## config.mk

```make
export PLATFORM = sky130hd
export DESIGN_NAME = regfile_sb
export DESIGN_NICKNAME = d
export VERILOG_FILES = /design/src/rtl/regfile_sb.sv
export SDC_FILE = /design/constraint.sdc
export NUM_CORES = 2
export LEC_CHECK = 0
export BUFFER_PORTS_ARGS = -buffer_cell sky130_fd_sc_hd__buf_2
export CORE_MARGIN = 4
export CORE_UTILIZATION = 45
export CTS_CLUSTER_DIAMETER = 80
export DETAILED_ROUTE_END_ITERATION = 10
export PLACE_DENSITY = 0.6
export SLEW_MARGIN = 0
export SYNTH_ARGS = -nofsm -noshare
export SYNTH_HDL_FRONTEND = slang
export SYNTH_SLANG_ARGS = --single-unit
```

## constraint.sdc

```tcl
create_clock -name clk -period 3.8 [get_ports clk]
set_input_delay 0.76 -clock clk [delete_from_list [all_inputs] [get_ports clk]]
set_output_delay 0.76 -clock clk [all_outputs]
set_load 0.01 [all_outputs]
```

## src/rtl/regfile_sb.sv

```systemverilog
// regfile_sb: integer register file (x1-x31) with combinational read ports,
// same-cycle writeback bypass, and a per-register outstanding-write scoreboard
// that lets issue stall on RAW hazards. x0 is hardwired to zero and never tracked.
module regfile_sb #(
   parameter int XLEN     = 32,
   parameter int MAX_PEND = 3
) (
   input  logic            clk,
   input  logic            rst_n,
   input  logic            wr_en,
   input  logic [4:0]      rd_i,
   input  logic [XLEN-1:0] rd_data,
   input  logic [4:0]      rs1_addr,
   input  logic [4:0]      rs2_addr,
   output logic [XLEN-1:0] rs1_data,
   output logic [XLEN-1:0] rs2_data,
   output logic            rs1_busy,
   output logic            rs2_busy,
   input  logic            issue_en,
   input  logic [4:0]      issue_rd,
   output logic            issue_ready,
   input  logic            flush
);

   localparam logic [1:0] PEND_MAX_C = 2'(MAX_PEND);
   localparam logic [4:0] X0_C       = 5'd0;

   // Architectural state: data and pending-write counters for x1..x31 only.
   logic [XLEN-1:0] regs_q [1:31];
   logic [XLEN-1:0] regs_d [1:31];
   logic [1:0]      pend_q [1:31];
   logic [1:0]      pend_d [1:31];

   logic [XLEN-1:0] rs1_store_s;
   logic [XLEN-1:0] rs2_store_s;
   logic [1:0]      rs1_pend_s;
   logic [1:0]      rs2_pend_s;
   logic [1:0]      wr_pend_s;
   logic [1:0]      iss_pend_s;
   logic            wr_nz_s;
   logic            dec_s;
   logic            inc_s;
   logic            rs1_dec_s;
   logic            rs2_dec_s;

   // Look up stored data and pending counts for every addressed register; x0 reads as empty.
   always_comb begin
      rs1_store_s = '0;
      rs2_store_s = '0;
      rs1_pend_s  = 2'd0;
      rs2_pend_s  = 2'd0;
      wr_pend_s   = 2'd0;
      iss_pend_s  = 2'd0;
      if (rs1_addr != X0_C) begin
         rs1_store_s = regs_q[rs1_addr];
         rs1_pend_s  = pend_q[rs1_addr];
      end else begin
         rs1_store_s = '0;
         rs1_pend_s  = 2'd0;
      end
      if (rs2_addr != X0_C) begin
         rs2_store_s = regs_q[rs2_addr];
         rs2_pend_s  = pend_q[rs2_addr];
      end else begin
         rs2_store_s = '0;
         rs2_pend_s  = 2'd0;
      end
      if (rd_i != X0_C) begin
         wr_pend_s = pend_q[rd_i];
      end else begin
         wr_pend_s = 2'd0;
      end
      if (issue_rd != X0_C) begin
         iss_pend_s = pend_q[issue_rd];
      end else begin
         iss_pend_s = 2'd0;
      end
   end

   // Writeback/issue handshake, bypassed read data and same-cycle-resolved busy flags.
   always_comb begin
      wr_nz_s     = wr_en & (rd_i != X0_C);
      // A writeback only retires a tracked write when one is outstanding (no underflow).
      dec_s       = wr_nz_s & (wr_pend_s != 2'd0);
      issue_ready = (issue_rd == X0_C) | (iss_pend_s < PEND_MAX_C) |
                    (dec_s & (rd_i == issue_rd));
      inc_s       = issue_en & issue_ready & (issue_rd != X0_C);
      rs1_dec_s   = dec_s & (rd_i == rs1_addr);
      rs2_dec_s   = dec_s & (rd_i == rs2_addr);
      if (wr_nz_s && (rd_i == rs1_addr)) begin
         rs1_data = rd_data;
      end else begin
         rs1_data = rs1_store_s;
      end
      if (wr_nz_s && (rd_i == rs2_addr)) begin
         rs2_data = rd_data;
      end else begin
         rs2_data = rs2_store_s;
      end
      // The retiring writeback is subtracted so busy drops in the same cycle as the bypass.
      rs1_busy = (rs1_addr != X0_C) & ((rs1_pend_s - {1'b0, rs1_dec_s}) != 2'd0);
      rs2_busy = (rs2_addr != X0_C) & ((rs2_pend_s - {1'b0, rs2_dec_s}) != 2'd0);
   end

   // Next-state: data write, and counter update where flush beats inc/dec and inc+dec cancel.
   always_comb begin
      for (int r = 1; r < 32; r++) begin
         regs_d[r] = regs_q[r];
         pend_d[r] = pend_q[r];
         if (wr_nz_s && (rd_i == 5'(r))) begin
            regs_d[r] = rd_data;
         end else begin
            regs_d[r] = regs_q[r];
         end
         if (flush) begin
            pend_d[r] = 2'd0;
         end else if (inc_s && (issue_rd == 5'(r)) && !(dec_s && (rd_i == 5'(r)))) begin
            pend_d[r] = pend_q[r] + 2'd1;
         end else if (dec_s && (rd_i == 5'(r)) && !(inc_s && (issue_rd == 5'(r)))) begin
            pend_d[r] = pend_q[r] - 2'd1;
         end else begin
            pend_d[r] = pend_q[r];
         end
      end
   end

   // State registers; asynchronous reset clears all data and pending state at once.
   always_ff @(posedge clk or negedge rst_n) begin
      if (!rst_n) begin
         for (int r = 1; r < 32; r++) begin
            regs_q[r] <= '0;
            pend_q[r] <= 2'd0;
         end
      end else begin
         for (int r = 1; r < 32; r++) begin
            regs_q[r] <= regs_d[r];
            pend_q[r] <= pend_d[r];
         end
      end
   end

endmodule

```

==> results.md <==
- Status: completed
- Boundary Pins: 124
- Setup CP Type: reg -> out
- Post-synthesis simple-gate area fraction: 0.0300
- TritonRoute pass-1 iters: 5
- DP Wirelength: 119000 um
- Required @ worst endpoint: 3.04 ns
- Port Buffers: 123
- CTS sink cnt: 1054
- Clk_lat worst skew: 0.75 ns
- Clk buf depth: 3
- Reg2Reg Depth: 9
- RD Place Congestion: 0.943
- Synth warn: 0
- Root buf cell: clkbuf_16
- Pwr dens: 492 mW/mm2
- Hold Path Cell Cnt: 2
- Max Slew Vio Count: 0
- Hold Path End: regs_q[646]$_DFFE_PN0P_
- Largest net degree at the start of global routing: 109
- Tightest Pin Transition: 1.14 ns
- Commonest cells post-synth: mux2_2 (1058), dfrtp_1 (1054), mux4_2 (623)
- Final wirelength: 193000 um
- Sequential share of power: 0.433
- GRT Residual Overflow: 0
- Mux share of post-synthesis cell area: 0.450
- Synth unique cells: 88
- NetSw: 9.38 mW
- Type of origin of the critical path: flop
- CP max FO: 5
- FF-to-FF Start: pend_q[56]$_DFFE_PN0P_
- Period minus WS final: 3.78 ns
- Number of global-route vias before repair: 39900
- Sw frac: 0.274
- Max_slew headroom: 0.237
- Initial Util: 0.453
- Net count, final: 4209
- Row cnt: 133
- Synth area leaders: dfrtp_1 (44%), mux4_2 (24%), mux2_2 (20%)
- Post-synth EDFFs: 0
- Die Wd: 372 um
- Arrival time at the worst endpoint: 3.02 ns
- Htree depth: 3
- Number of setup violations in the final report: 0
- CTS tree: yes
- DR vias: 39100
- Min-delay src: rd_data[6]
- Adder-Cell Fraction of Synth Area: 0
- Gate power share: 0.220
- DRC: 0
- Synth Area in Compound Gates: 0.0365
- Seq/Total Area, Yosys: 0.443
- Num CTS Buffers: 120
- GRT Overall Usage: 0.280
- Worst min path class: in -> reg
- Initial antenna violation count: 10
- Vias per cell: 6.51
- CP endpoint kind: output port
- Syn Std Cell Area: 0.0596 mm2
- #FFs+latches synth: 1054
- Internal power: 24.9 mW
- Fillers: 10800
- Syn Area/Cell: 15.1 um2
- Worst R2R Setup Slack: 1.07 ns
- Main combinational cell family by area after synthesis: multiplexers
- Unrepaired setup endpoints after global routing: true
- Top cell type by total area after synthesis: dfrtp_1
- Die area: 0.138 mm2
- Clk_skew: 0.0653 ns
- Most used DFF post-synth: dfrtp_1
- Final hold vios: 0
- DR WL/cell: 32.2 um
- Ratio of cells with drive above 1 in the final layout: 0.586
- CTS clk-pin slew, worst paths: 0.06 ns
- Top-area cell type share of the netlist area: 0.443
- Most frequent cell after synthesis: mux2_2
- Max-cap violations: 0
- Peak VDD IR: 486 uV
- Setup TNS: 0 ns
- Post-Syn Instances: 3951
- Chip Height: 372 um
- Worst hold slack: 0.478 ns
- First-pass GRT wire length: 283000 um
- Syn_nets: 4008
- Clock Power Share: 0.347
- Area Overhead vs Synth: 17.1%
- Period utilization: 0.994
- Async SR Flop Fraction: 1.00
- Static Leak: 29.5 nW
- Drt first-iter violations: 3942
- Max Freq: 265 MHz
- Antenna viol nets, final: 0
- XOR/XNOR share of the synthesized area: 0.00912
- Reg2reg end: pend_q[32]$_DFFE_PN0P_
- Core Area: 0.131 mm2
[worst max-delay path: stages (launching register included)]
cell	delay (ns)
dfrtp_2	0.44
mux2_4	0.27
and3_4	0.19
a211oi_4	0.26
o311ai_4	0.14
nor2_2	0.17
nor3_1	0.07
buf_4	0.14
xnor2_1	0.11
a32oi_1	0.29
buf_2	0.19
[power groups by stage]
stage | Combinational, mW | Sequential, mW | Clock [mW]
2_1_floorplan | 5.46 | 14.4 | 0
3_3_place_gp | 7.39 | 14.9 | 0
6_report | 7.56 | 14.8 | 11.9
5_1_grt | 8.08 | 15.1 | 12.5
3_5_place_dp | 7.52 | 15.0 | 0
4_1_cts | 7.56 | 14.8 | 12.1
[through the flow]
stage / area [um2] / power [mW] / cells / utilization / setup slack, ns
2_1_floorplan: 59600 / 19.9 / 3951 / - / 0.0838
3_3_place_gp: 65300 / 22.3 / 5760 / 0.496 / -0.274
3_5_place_dp: 65300 / 22.5 / 5760 / 0.496 / -0.271
4_1_cts: 69400 / 34.5 / 5982 / 0.528 / -0.0225
5_1_grt: 69700 / 35.7 / 5999 / 0.530 / -0.0490
6_report: 69700 / 34.3 / 6004 / 0.530 / 0.0225
[worst max-delay path by stage]
stage	start	end	slack (ns)	cells past startpoint
after global routing	pend_q[14]$_DFFE_PN0P_	rs2_busy	-0.05	10
after floorplan	rs1_addr[0]	rs1_data[10]	0.08	7
after CTS	pend_q[14]$_DFFE_PN0P_	rs1_busy	-0.02	9
final	pend_q[56]$_DFFE_PN0P_	rs2_busy	0.02	10
after global placement	rs1_addr[1]	rs1_data[20]	-0.27	10
after detailed placement	rs1_addr[1]	rs1_data[20]	-0.27	10
[metal layers]
layer	GRT usage	vias to the layer above	share of wire
li1	-	15800	-
met2	0.434	1554	0.46
met3	0.0535	335	0.076
met5	0	-	0.00016
met4	0.0786	4	0.031
met1	0.406	21400	0.43
[cell type report]
cell class                      count  area [um2]  share of cell area
Sequential cell                  1054       26400               0.378
Timing Repair Buffer              500        5340              0.0766
Antenna cell                        5        12.5            0.000179
Clock inverter                     49         656             0.00940
Clock buffer                      165        3370              0.0484
Tap cell                         1755        2200              0.0315
Multi-Input combinational cell   2467       31700               0.455
Inverter                            9        33.8            0.000485
[cell families (layout without fill, tap and decap cells)]
family          count (synthesis)  count (layout)
xor+xnor                       62              62
mux                          1760            1760
flops                        1054            1054
buf+inv                       430             723
other cells                     0               5
compound gates                293             293
simple gates                  352             352
[layout by cell type, fill, tap and decap left out, types with 15 or more instances in the layout]
master	count
nor2_4	23
nor2_1	57
clkbuf_1	25
xor2_1	18
clkbuf_8	20
a21oi_1	37
mux2_2	1058
buf_12	139
buf_4	238
nand3_1	18
a22o_1	68
and3_1	15
clkbuf_16	122
mux2i_1	66
buf_2	110
o21ai_0	82
clkinv_2	21
dfrtp_1	1044
mux4_2	623
nand2_1	99
nor3_1	29
nor3_2	15
xnor2_1	44
[timing repair]
action	in CTS	in global routing
hold buffers	1	0
setup endpoints to repair	43	21
pin swaps	3	7
gates cloned	0	2
resized for setup	15	26
hold endpoints to repair	32	0
setup buffers	7	15
[state kept, by name (all words and copies together) (netlist names)]
signal / flops
regs_q: 992
pend_q: 62
(Power assumes the default switching activity.)
